### config.mk
export PLATFORM = sky130hd
export DESIGN_NAME = mem_access_master_flat
export DESIGN_NICKNAME = d
export VERILOG_FILES = /design/src/rtl/mem_access_pkg.sv /design/src/rtl/mem_access_master_if.sv /design/src/rtl/mem_access_master.sv /design/src/flat_wrapper.sv
export SDC_FILE = /design/constraint.sdc
export NUM_CORES = 1
export LEC_CHECK = 0
export BUFFER_PORTS_ARGS = -buffer_cell sky130_fd_sc_hd__buf_2
export CAP_MARGIN = 15
export CORE_MARGIN = 8
export CORE_UTILIZATION = 45
export CTS_CLUSTER_DIAMETER = 120
export CTS_CLUSTER_SIZE = 14
export DETAILED_ROUTE_END_ITERATION = 8
export GPL_ROUTABILITY_DRIVEN = 1
export PLACE_DENSITY = 0.66
export SLEW_MARGIN = 20
export SYNTH_ARGS = -nofsm -noshare
export SYNTH_HDL_FRONTEND = slang
export SYNTH_SLANG_ARGS = --single-unit
### constraint.sdc
create_clock -name clk -period 2.2 [get_ports clk]
set_input_delay 0.22 -clock clk [delete_from_list [all_inputs] [get_ports clk]]
set_output_delay 0.22 -clock clk [all_outputs]
set_load 0.005 [all_outputs]
### src/rtl/mem_access_pkg.sv
// Shared types and default sizes for the byte-serial data-memory access master.
package mem_access_pkg;

  localparam int unsigned DEF_ADDR_W    = 8;
  localparam int unsigned DEF_MAX_BYTES = 4;
  localparam int unsigned BYTE_W        = 8;
  localparam int unsigned LEN_W         = 2;

  typedef enum logic [1:0] {
    IDLE = 2'd0,
    XFER = 2'd1,
    RESP = 2'd2
  } state_e;

endpackage

### src/rtl/mem_access_master_if.sv
// Request/response and byte-memory bus of the access master.
// master: the access unit; slave: requester plus memory.
interface mem_access_master_if
  import mem_access_pkg::*;
#(
  parameter int unsigned ADDR_W    = DEF_ADDR_W,
  parameter int unsigned MAX_BYTES = DEF_MAX_BYTES
);

  logic                          req_valid;
  logic                          req_ready;
  logic                          req_write;
  logic [ADDR_W-1:0]             req_addr;
  logic [LEN_W-1:0]              req_len;
  logic [BYTE_W*MAX_BYTES-1:0]   req_wdata;
  logic                          resp_valid;
  logic                          resp_ready;
  logic [BYTE_W*MAX_BYTES-1:0]   resp_rdata;
  logic                          resp_err;
  logic [ADDR_W-1:0]             mem_address;
  logic [BYTE_W-1:0]             mem_data;
  logic                          mem_store;
  logic [BYTE_W-1:0]             mem_out;

  modport master (
    input  req_valid, req_write, req_addr, req_len, req_wdata, resp_ready, mem_out,
    output req_ready, resp_valid, resp_rdata, resp_err, mem_address, mem_data, mem_store
  );

  modport slave (
    output req_valid, req_write, req_addr, req_len, req_wdata, resp_ready, mem_out,
    input  req_ready, resp_valid, resp_rdata, resp_err, mem_address, mem_data, mem_store
  );

endinterface

### src/rtl/mem_access_master.sv
// Splits a 1..MAX_BYTES load/store into one byte access per cycle and packs load data little-endian.
// Optional MEM_ACCESS_MASTER_BOUNDS_CHECK_EN rejects requests running past the top address.
module mem_access_master
  import mem_access_pkg::*;
#(
  parameter int unsigned ADDR_W    = DEF_ADDR_W,
  parameter int unsigned MAX_BYTES = DEF_MAX_BYTES
) (
  input  logic                 clk,
  input  logic                 rst_n,
  mem_access_master_if.master  bus
);

  state_e                               state_q, state_d;
  logic                                 write_q;
  logic [LEN_W-1:0]                     len_q;
  logic [LEN_W-1:0]                     cnt_q;
  logic [MAX_BYTES-1:0][BYTE_W-1:0]     wdata_q;
  logic [MAX_BYTES-1:0][BYTE_W-1:0]     rdata_q;
  logic [ADDR_W-1:0]                    addr_q;
  logic [BYTE_W-1:0]                    data_q;
  logic                                 store_q;
  logic                                 err_q;
  logic                                 req_ready_q;
  logic                                 resp_valid_q;
  logic                                 oob_c;
  logic [LEN_W-1:0]                     cnt_nxt_c;

`ifdef MEM_ACCESS_MASTER_BOUNDS_CHECK_EN
  logic [ADDR_W:0] end_addr_c;
  assign end_addr_c = {1'b0, bus.req_addr} + (ADDR_W+1)'(bus.req_len);
  assign oob_c      = end_addr_c[ADDR_W];
`else
  assign oob_c = 1'b0;
`endif

  assign cnt_nxt_c = LEN_W'(cnt_q + 1'b1);

  // State register
  always_ff @(posedge clk or negedge rst_n) begin
    if (!rst_n) state_q <= IDLE;
    else        state_q <= state_d;
  end

  // Next-state logic
  always_comb begin
    state_d = state_q;
    unique case (state_q)
      IDLE:    if (bus.req_valid) state_d = oob_c ? RESP : XFER;
      XFER:    if (cnt_q == len_q) state_d = RESP;
      RESP:    if (bus.resp_ready) state_d = IDLE;
      default: state_d = IDLE;
    endcase
  end

  // Datapath: memory-side signals are preloaded one cycle ahead so they come straight from flops
  always_ff @(posedge clk or negedge rst_n) begin
    if (!rst_n) begin
      write_q      <= 1'b0;
      len_q        <= '0;
      cnt_q        <= '0;
      wdata_q      <= '0;
      rdata_q      <= '0;
      addr_q       <= '0;
      data_q       <= '0;
      store_q      <= 1'b0;
      err_q        <= 1'b0;
      req_ready_q  <= 1'b1;
      resp_valid_q <= 1'b0;
    end else begin
      req_ready_q  <= (state_d == IDLE);
      resp_valid_q <= (state_d == RESP);
      unique case (state_q)
        IDLE: begin
          if (bus.req_valid) begin
            write_q <= bus.req_write;
            len_q   <= bus.req_len;
            cnt_q   <= '0;
            wdata_q <= bus.req_wdata;
            rdata_q <= '0;
            addr_q  <= bus.req_addr;
            data_q  <= bus.req_wdata[BYTE_W-1:0];
            store_q <= bus.req_write & ~oob_c;
            err_q   <= oob_c;
          end
        end
        XFER: begin
          if (!write_q) rdata_q[cnt_q] <= bus.mem_out;
          if (cnt_q == len_q) begin
            store_q <= 1'b0;
          end else begin
            cnt_q  <= cnt_nxt_c;
            addr_q <= ADDR_W'(addr_q + 1'b1);
            data_q <= wdata_q[cnt_nxt_c];
          end
        end
        default: ;
      endcase
    end
  end

  assign bus.req_ready   = req_ready_q;
  assign bus.resp_valid  = resp_valid_q;
  assign bus.resp_rdata  = rdata_q;
  assign bus.resp_err    = err_q;
  assign bus.mem_address = addr_q;
  assign bus.mem_data    = data_q;
  assign bus.mem_store   = store_q;

endmodule

### src/flat_wrapper.sv
// flat-port wrapper written by rule: the top's interface ports become plain ports
module mem_access_master_flat import mem_access_pkg::*;
#(
  parameter int unsigned ADDR_W    = DEF_ADDR_W,
  parameter int unsigned MAX_BYTES = DEF_MAX_BYTES
)
  (clk, rst_n, bus_req_valid, bus_req_write, bus_req_addr, bus_req_len, bus_req_wdata, bus_resp_ready, bus_mem_out, bus_req_ready, bus_resp_valid, bus_resp_rdata, bus_resp_err, bus_mem_address, bus_mem_data, bus_mem_store);
  mem_access_master_if #(.ADDR_W(ADDR_W), .MAX_BYTES(MAX_BYTES)) bus_i ();
  input  logic clk;
  input  logic rst_n;
  input wire logic [$bits(bus_i.req_valid)-1:0] bus_req_valid;
  input wire logic [$bits(bus_i.req_write)-1:0] bus_req_write;
  input wire logic [$bits(bus_i.req_addr)-1:0] bus_req_addr;
  input wire logic [$bits(bus_i.req_len)-1:0] bus_req_len;
  input wire logic [$bits(bus_i.req_wdata)-1:0] bus_req_wdata;
  input wire logic [$bits(bus_i.resp_ready)-1:0] bus_resp_ready;
  input wire logic [$bits(bus_i.mem_out)-1:0] bus_mem_out;
  output wire logic [$bits(bus_i.req_ready)-1:0] bus_req_ready;
  output wire logic [$bits(bus_i.resp_valid)-1:0] bus_resp_valid;
  output wire logic [$bits(bus_i.resp_rdata)-1:0] bus_resp_rdata;
  output wire logic [$bits(bus_i.resp_err)-1:0] bus_resp_err;
  output wire logic [$bits(bus_i.mem_address)-1:0] bus_mem_address;
  output wire logic [$bits(bus_i.mem_data)-1:0] bus_mem_data;
  output wire logic [$bits(bus_i.mem_store)-1:0] bus_mem_store;
  assign bus_i.req_valid = bus_req_valid;
  assign bus_i.req_write = bus_req_write;
  assign bus_i.req_addr = bus_req_addr;
  assign bus_i.req_len = bus_req_len;
  assign bus_i.req_wdata = bus_req_wdata;
  assign bus_i.resp_ready = bus_resp_ready;
  assign bus_i.mem_out = bus_mem_out;
  assign bus_req_ready = bus_i.req_ready;
  assign bus_resp_valid = bus_i.resp_valid;
  assign bus_resp_rdata = bus_i.resp_rdata;
  assign bus_resp_err = bus_i.resp_err;
  assign bus_mem_address = bus_i.mem_address;
  assign bus_mem_data = bus_i.mem_data;
  assign bus_mem_store = bus_i.mem_store;
  mem_access_master #(.ADDR_W(ADDR_W), .MAX_BYTES(MAX_BYTES)) u_core (.clk(clk), .rst_n(rst_n), .bus(bus_i));
endmodule
==> metrics.txt <==
status=complete, no violations; Fin Setup TNS=0 ns; area grow syn2layout=21.60%; Syn Nets=369; initial antenna violation count=1; commonest cells in the netlist=dfrtp_1, mux2_2, a22o_1; DR vias/cell=roughly 5.4; crit path max fanout=10; cts bufs inserted=9; Mapped Cells=about 300; Synth async-reset ratio=1.000; synthesized flop and latch total=90; area leader, netlist=dfrtp_1; gr ovfl total=0; Cell Pwr Density=roughly 1500 nW/µm²; GRT met2 Usage=0.2498; Critical Path Max Stage Delay=about 0.67 ns; reg-to-reg setup timing slack=roughly 0.31 ns; Multi-input gate area=about 1600 µm²; Nets=476; Post-CTS Setup Bufs=0; crit end category=flop; die width=109.5 µm; most crowded layer after global routing=met2; Die Y=around 110 µm; largest net degree at the start of global routing=46; register area share after synthesis=0.5730; met3 Use GR=0.06213; max_cap viols=0; Worst Setup Start Kind=flop; EDFF count, synth=0; H-tree Lvls=3; top cells by area, synth=dfrtp_1, mux2_2, a22o_1; setup violators final=0; Synth top area share=0.5663; clock slew at reported path FFs=around 0.09 ns; crit share post-route=0.8594; Final Hold Viols=0; post-cts repair resize count=0; Clk Latency, worst-skew pair=~0.36 ns; Die Area=11,990 µm²; 1st-iter DRT viols=between 100 and 150; final wirelength=between 9 and 10 mm; CTS Sinks=90; CP Cell Sequence=nand2b_1 -> nor3b_2 -> a22o_1; clock skew=roughly 0.012 ns; FF-to-FF Start=u_core.state_q[1]$_DFF_PN0_; Final Max Slew Viols=0; type of the worst min-delay path=in -> reg; Filler Cell Count=roughly 770; pre-CTS WS=~0.28 ns; crit path launch=u_core.state_q[1]$_DFF_PN0_; clk buf depth=2; synthesized area=about 4000 µm²; number of remaining DRC errors=0; buffers added on ports=105; count leader, synth=dfrtp_1; R2R Path End=u_core.bus.resp_rdata[9]$_DFFE_PN0P_; Fmax=between 500 and 600 MHz; setup slack after layout=0.3093 ns; Warnings, synthesis=0; Hold Worst Slack=approximately 0.075 ns; clock period minus worst slack=~1.9 ns; CP Data Arrival Time=2.18 ns; RSZ-0062 raised after global routing=no; Total GRT Usage=0.1604; gp weighted congestion=just under 0.8; post-synth cell types=39; worst vdd ir=564.4 µV; required time of the critical path=~2.5 ns; WS Path Type=reg -> reg; register area=around 2300 µm²; Worst slew margin=0.5380; CTS root buf=clkbuf_8; Least-Margin Pin Slew=0.6900 ns; syn_area_per_cell=between 10 and 15 µm²; Post-synth top flop=dfrtp_1; vias in the first global route=around 3,000; Vias=2,888; CTS tree=built; Initial Util=0.4576; M1 GR Usage=0.1966; first-pass GRT wire length=approximately 15 mm; DR WL/cell=17.78 µm; critical path capture point=u_core.bus.resp_rdata[9]$_DFFE_PN0P_; Static Leak=2.317 nW; DRT Pass-1 Iters=5; post-detail-place hpwl=about 6.9 mm; post-cts hold buffer count=1; Final ANT Viol Nets=0; # IOs=between 100 and 150; Worst path slowest cell=nor3b_2; reg2reg path depth=3; Overall Power=slightly above 7 mW; cell row count=34; share of cells above drive strength 1=0.4276; Core Area=between 8000 and 9000 µm²
==> power by group <==
| group | switching (mW) | leakage [nW] | internal (mW) |
|---|---|---|---|
| clock network | 0.616 | 0.0990 | 0.541 |
| logic | 1.53 | 1.10 | 1.58 |
| registers | 0.540 | 1.12 | 2.44 |
==> worst min-delay path by stage <==
stage                                 start                               endpoint  slack (ns)  cells after the start
after floorplan                       rst_n  u_core.bus.mem_address[0]$_DFFE_PN0P_       -0.08                      0
after global placement                rst_n  u_core.bus.resp_rdata[25]$_DFFE_PN0P_        0.26                      1
after detailed placement              rst_n  u_core.bus.resp_rdata[25]$_DFFE_PN0P_        0.26                      1
after CTS                     bus_req_write             u_core.write_q$_DFFE_PN0P_        0.06                      3
after global routing      bus_req_wdata[12]         u_core.wdata_q[12]$_DFFE_PN0P_        0.07                      2
final                         bus_req_write             u_core.write_q$_DFFE_PN0P_        0.08                      3
==> cells by family (layout without fill, tap and decap cells) <==
logic type | after synthesis | after routing | synth area share
adders and majority gates | 5 | 5 | 0.01591
buffers and inverters | 21 | 133 | 0.02990
DFF | 90 | 90 | 0.5730
AOI/OAI and AO/OA | 80 | 80 | 0.1422
muxes | 45 | 45 | 0.1483
xor gates and xnor gates | 2 | 2 | 0.004455
and+or+nand+nor | 65 | 65 | 0.08527
other | 1 | 2 | 0.0009536
==> routing by layer <==
metal	wire (µm)	vias up
li1	-	1347
met1	4070	1428
met2	4326	100
met3	905	11
met4	109	2
met5	13	-
==> cell type report <==
| type | count | share of cell area |
|---|---|---|
| flip-flops and latches | 90 | 0.4712 |
| inverters | 5 | 0.003925 |
| diodes | 1 | 0.0005233 |
| multi-input cells | 198 | 0.3265 |
| repair buffers | 112 | 0.1272 |
| well taps | 108 | 0.02826 |
| clock buffers | 10 | 0.02669 |
| clock inverters | 6 | 0.01570 |
==> per-stage QoR <==
step	std cells	instance area (µm²)	utilization
after floorplan	309	3933	-
after global placement	512	4567	0.5315
after detailed placement	512	4567	0.5315
after CTS	529	4780	0.5562
after global routing	529	4780	0.5562
final	530	4782	0.5565
==> state kept, by name (all words and copies together) (netlist names) <==
register                cells
u_core.bus.mem_address      8
u_core.write_q              1
u_core.cnt_q                2
u_core.bus.mem_store        1
u_core.bus.req_ready        1
u_core.bus.resp_rdata      32
u_core.len_q                2
u_core.bus.mem_data         8
u_core.state_q              2
u_core.wdata_q             32
u_core.bus.resp_valid       1
==> critical path: cells and delay by family, from the launching register on <==
| kind | cells | cell delay, ns |
|---|---|---|
| AOI/OAI and AO/OA | 1 | 0.24 |
| DFF | 1 | 0.52 |
| and+or+nand+nor | 2 | 1.06 |
==> placed cells by master, fill, tap and decap left out, types with 4 or more instances in the layout <==
| master | instances |
|---|---|
| clkbuf_8 | 9 |
| buf_2 | 104 |
| a22o_1 | 32 |
| o21ai_1 | 10 |
| nand2_1 | 24 |
| dfrtp_1 | 89 |
| nand3b_1 | 4 |
| o21ai_0 | 9 |
| inv_1 | 4 |
| mux2_2 | 36 |
| a21oi_1 | 15 |
| ha_1 | 5 |
| buf_4 | 5 |
| nor2_1 | 17 |
| nor3b_2 | 4 |
| mux4_2 | 7 |
Note: power is estimated with default switching activity, not from simulation.
